### src/rtl/axil_pkg.sv
// rtl/axil_pkg.sv - AXI4-Lite response codes and data-memory bridge FSM states
package axil_pkg;

  typedef enum logic [1:0] {
    OKAY   = 2'd0,
    EXOKAY = 2'd1,
    SLVERR = 2'd2,
    DECERR = 2'd3
  } axil_resp_t;

  typedef enum logic [2:0] {
    IDLE,
    RD_ADDR,
    RD_DATA,
    WR_REQ,
    WR_RESP,
    DONE
  } dmem_state_e;

endpackage

### src/rtl/dmem_axil_bridge.sv
// rtl/dmem_axil_bridge.sv - core data port to AXI4-Lite master bridge
// One transaction at a time; the core is stalled until the single-cycle DONE response.
module dmem_axil_bridge #(
  parameter int XLEN   = 32,
  parameter int STRB_W = XLEN / 8
) (
  input  logic              clk,
  input  logic              rst_b,
  input  logic              data_valid,
  input  logic              data_wen,
  input  logic [XLEN-1:0]   data_addr,
  input  logic [STRB_W-1:0] data_wstrb,
  input  logic [XLEN-1:0]   data_wdata,
  output logic [XLEN-1:0]   data_rdata,
  output logic              rsp_valid,
  output logic              rsp_err,
  output logic              stall,
  output logic              awvalid,
  input  logic              awready,
  output logic [XLEN-1:0]   awaddr,
  output logic              wvalid,
  input  logic              wready,
  output logic [XLEN-1:0]   wdata,
  output logic [STRB_W-1:0] wstrb,
  input  logic              bvalid,
  output logic              bready,
  input  logic [1:0]        bresp,
  output logic              arvalid,
  input  logic              arready,
  output logic [XLEN-1:0]   araddr,
  input  logic              rvalid,
  output logic              rready,
  input  logic [XLEN-1:0]   rdata,
  input  logic [1:0]        rresp
);
  import axil_pkg::*;

  dmem_state_e       state_q, state_d;
  logic [XLEN-1:0]   addr_q, addr_d;
  logic [XLEN-1:0]   wdata_q, wdata_d;
  logic [STRB_W-1:0] wstrb_q, wstrb_d;
  logic [XLEN-1:0]   rdata_q, rdata_d;
  logic              err_q, err_d;
  logic              aw_done_q, aw_done_d;
  logic              w_done_q, w_done_d;

  // Word alignment drops the byte offset; lane selection is done upstream.
  logic unused_addr_lsbs;
  assign unused_addr_lsbs = ^data_addr[1:0];

  always_ff @(posedge clk or negedge rst_b) begin
    if (!rst_b) begin
      state_q   <= IDLE;
      addr_q    <= '0;
      wdata_q   <= '0;
      wstrb_q   <= '0;
      rdata_q   <= '0;
      err_q     <= 1'b0;
      aw_done_q <= 1'b0;
      w_done_q  <= 1'b0;
    end else begin
      state_q   <= state_d;
      addr_q    <= addr_d;
      wdata_q   <= wdata_d;
      wstrb_q   <= wstrb_d;
      rdata_q   <= rdata_d;
      err_q     <= err_d;
      aw_done_q <= aw_done_d;
      w_done_q  <= w_done_d;
    end
  end

  always_comb begin
    state_d   = state_q;
    addr_d    = addr_q;
    wdata_d   = wdata_q;
    wstrb_d   = wstrb_q;
    rdata_d   = rdata_q;
    err_d     = err_q;
    aw_done_d = aw_done_q;
    w_done_d  = w_done_q;
    case (state_q)
      IDLE: begin
        if (data_valid) begin
          addr_d    = {data_addr[XLEN-1:2], 2'b00};
          wdata_d   = data_wdata;
          wstrb_d   = data_wstrb;
          aw_done_d = 1'b0;
          w_done_d  = 1'b0;
          state_d   = data_wen ? WR_REQ : RD_ADDR;
        end
      end
      RD_ADDR: begin
        if (arready) state_d = RD_DATA;
      end
      RD_DATA: begin
        if (rvalid) begin
          rdata_d = rdata;
          err_d   = (rresp != OKAY);
          state_d = DONE;
        end
      end
      WR_REQ: begin
        // The two write channels complete independently, in any order.
        if (awvalid && awready) aw_done_d = 1'b1;
        if (wvalid && wready)   w_done_d  = 1'b1;
        if (aw_done_d && w_done_d) state_d = WR_RESP;
      end
      WR_RESP: begin
        if (bvalid) begin
          err_d   = (bresp != OKAY);
          state_d = DONE;
        end
      end
      DONE:    state_d = IDLE;
      default: state_d = IDLE;
    endcase
  end

  assign arvalid    = (state_q == RD_ADDR);
  assign araddr     = addr_q;
  assign rready     = (state_q == RD_DATA);
  assign awvalid    = (state_q == WR_REQ) && !aw_done_q;
  assign awaddr     = addr_q;
  assign wvalid     = (state_q == WR_REQ) && !w_done_q;
  assign wdata      = wdata_q;
  assign wstrb      = wstrb_q;
  assign bready     = (state_q == WR_RESP);
  assign rsp_valid  = (state_q == DONE);
  assign rsp_err    = (state_q == DONE) && err_q;
  assign data_rdata = rdata_q;
  assign stall      = data_valid && (state_q != DONE);

endmodule

### config.mk
export PLATFORM = sky130hd
export DESIGN_NAME = dmem_axil_bridge
export DESIGN_NICKNAME = d
export VERILOG_FILES = /design/src/rtl/axil_pkg.sv /design/src/rtl/dmem_axil_bridge.sv
export SDC_FILE = /design/constraint.sdc
export NUM_CORES = 1
export LEC_CHECK = 0
export CORE_UTILIZATION = 30
export CTS_CLUSTER_SIZE = 8
export DETAILED_ROUTE_END_ITERATION = 8
export PLACE_DENSITY = 0.65
export RECOVER_POWER = 50
export SLEW_MARGIN = 20
export SYNTH_ARGS = -nofsm -noshare
export SYNTH_HDL_FRONTEND = slang
export SYNTH_SLANG_ARGS = --single-unit
### constraint.sdc
create_clock -name clk -period 2.15 [get_ports clk]
set_input_delay 0.645 -clock clk [delete_from_list [all_inputs] [get_ports clk]]
set_output_delay 0.645 -clock clk [all_outputs]
set_load 0.05 [all_outputs]
==> impl_metrics.py <==
metrics = {
    "outcome": {
        "run_status": "finished, final reports clean",
    },
    "floorplan": {
        "die_h_um": 124,
        "die_area_um2": 15400,
        "num_rows": 44,
        "die_x_um": 124,
        "core_um2": 14500,
        "top_level_ports": 253,
        "initial_core_util": 0.308,
    },
    "logic_synthesis": {
        "synthTopCellsByArea": "dfrtp_1, mux2_2, mux2_4",
        "netlist.area_leader.share": 0.581,
        "ys_seq_elements": 104,
        "yosysTopAreaCell": "dfrtp_1",
        "syn-mean-instance-area_um2": 15.2,
        "syn_inst": 294,
        "post_synth_num_cell_types": 29,
        "yosysSeqAreaShare": 0.581,
        "synthArstFlopShare": 1.00,
        "ys.flop_type": "dfrtp_1",
        "netlist_area_um2": 4480,
        "yosysWarnings": 0,
        "synth_enable_flop_cells": 0,
    },
    "global_route": {
        "grt_max_degree": 40,
        "grt_util_all_layers": 0.148,
        "first_global_vias": 3443,
        "antenna_found_initial": 0,
        "grt.overflow.total": 0,
        "grt_pass1_wl_um": 18200,
    },
    "timing": {
        "fin_crit_sh": 0.984,
        "worst_pin_slew_ns": 1.00,
        "finalSetupViolations": 0,
        "rsz0062_at_grt": "yes",
        "period_needed_ns": 2.12,
        "worst_clock_skew_ns": 0.00693,
        "timing.fmax_mhz": 473,
        "slew_viol_final": 0,
        "whs_ns": 0.447,
        "hold_viol_final": 0,
        "slew_headroom": 0.332,
    },
    "route": {
        "routed_wl_um": 11000,
        "viasPerCell": 4.44,
        "first_pass_iters": 4,
        "wire_per_inst_um": 15.0,
        "vias": 3232,
        "drc": 0,
        "final_antenna_net_count": 0,
        "first_iter_violations": 74,
    },
    "placed_design": {
        "io_buffers": 246,
        "dp_hpwl_um": 8590,
        "place_inst": 709,
        "place_congestion": 0.800,
    },
    "flow_run": {
        "maxCapViolCount": 0,
    },
    "clocking": {
        "cts_buffers": 9,
        "cts_buffer_depth": 2,
        "clkLatencyLatePin_ns": 0.34,
        "cts.root.buffer_cell": "clkbuf_16",
        "clock_sinks": 104,
        "cts_tree": "built",
        "clk_pin_slew_ns": 0.07,
        "cts.htree.levels": 3,
    },
    "worst_setup_path": {
        "critPathTopFamily": "buffers and inverters",
        "critPathLaunchType": "flop",
        "crit_path_top_delay_cell": "clkdlybuf4s50_1",
        "criticalPathCategory": "reg -> out",
        "worst-path-buf-inv": 1,
        "cpPeakStageDelay_ns": 0.80,
        "path_cells": "clkdlybuf4s50_1",
        "worst-path-max-fanout": 2,
        "required_ns": 1.50,
        "worst_ep_arrival_time_ns": 1.47,
        "worstSetupEndpointType": "primary output",
    },
    "final_layout": {
        "num_antenna_cells": 0,
        "regArea_um2": 2610,
        "final_common_cell": "clkdlybuf4s50_1",
        "fin_nets": 652,
        "final_cell_mix": "clkdlybuf4s50_1, dfrtp_1, mux2_2",
        "multi_input_area_um2": 1530,
        "stdcell_count": 728,
        "drive_gt1_frac": 0.324,
        "fill_cells": 1358,
        "syn_to_final_growth_pct": 57.6,
    },
    "hold_path": {
        "worstHoldPathType": "in -> async",
    },
}
metal layers:
| layer | track usage | up-vias | part of all wire |
|---|---|---|---|
| met4 | 0.0588 | 0 | 0.015 |
| met1 | 0.174 | 1594 | 0.41 |
| met2 | 0.258 | 149 | 0.51 |
| li1 | - | 1477 | - |
| met5 | 0 | - | 0 |
| met3 | 0.0353 | 12 | 0.063 |
flip-flops by register name (all words and copies together), names as in the netlist:
register    flops
err_q           1
w_done_q        1
araddr         30
aw_done_q       1
state_q         3
wdata          32
wstrb           4
data_rdata     32
cells in the mapped netlist (2+ instances only):
master / instances
nand3b_1: 3
nor2b_1: 2
clkbuf_1: 2
inv_1: 3
mux2_2: 69
nor2_1: 4
buf_2: 3
o21ai_0: 8
dfrtp_1: 104
buf_4: 35
buf_6: 5
buf_8: 3
and2_1: 3
mux2_4: 30
or3b_2: 2
a21oi_1: 5
through the flow:
stage / utilization / setup slack [ns] / setup TNS (ns) / instance area, um^2
detailed placement: 0.484 / -0.0908 / -4.16 / 7040
global route: 0.486 / -0.000565 / -0.000565 / 7060
CTS: 0.502 / 0.000223 / 0 / 7300
finish: 0.486 / 0.0345 / 0 / 7060
global placement: 0.484 / -0.0675 / -3.03 / 7040
floorplan: - / -0.0138 / -0.0138 / 4500
area by class of cell:
type                            instances  area share
Inverter                                3     0.00160
Timing Repair Buffer                  279       0.335
Clock inverter                          5     0.00868
Clock buffer                           11      0.0358
Tap cell                              184      0.0326
Sequential cell                       104       0.369
Multi-Input combinational cell        142       0.217
cell families (layout without fill, tap and decap cells):
family,count (synthesis),after routing,synth area share
flops,104,104,0.581
mux,99,99,0.274
buf+inv,51,298,0.0888
simple gates,20,20,0.0296
compound gates,19,19,0.0260
other cells,1,4,0.000837
repair_timing:
action                     4_1_cts  5_1_grt
hold endpoints to repair         0        0
gates cloned                     0        0
setup endpoints to repair       67        6
hold buffers                     0        0
gates resized for setup         65        8
buffers inserted                 2        1
worst paths after layout:
check / depth (start not counted) / slack, ns / end / from
max: 1 / 0.03 / data_rdata[27] / data_rdata[27]$_DFFE_PN0P_
min: 1 / 0.45 / araddr[26]$_DFFE_PN0P_ / rst_b
max reg2reg: 5 / 0.19 / araddr[12]$_DFFE_PN0P_ / state_q[2]$_DFFE_PN0P_
min reg2reg: 1 / 0.50 / wdata[20]$_DFFE_PN0P_ / wdata[20]$_DFFE_PN0P_
max in group asynchronous: 2 / 0.55 / araddr[14]$_DFFE_PN0P_ / rst_b
min in group clk: 1 / 0.50 / wdata[20]$_DFFE_PN0P_ / wdata[20]$_DFFE_PN0P_
Power is left out: the tool's default activity adds up to more than one toggle a clock period on the data nets, which glitch-free logic cannot reach.
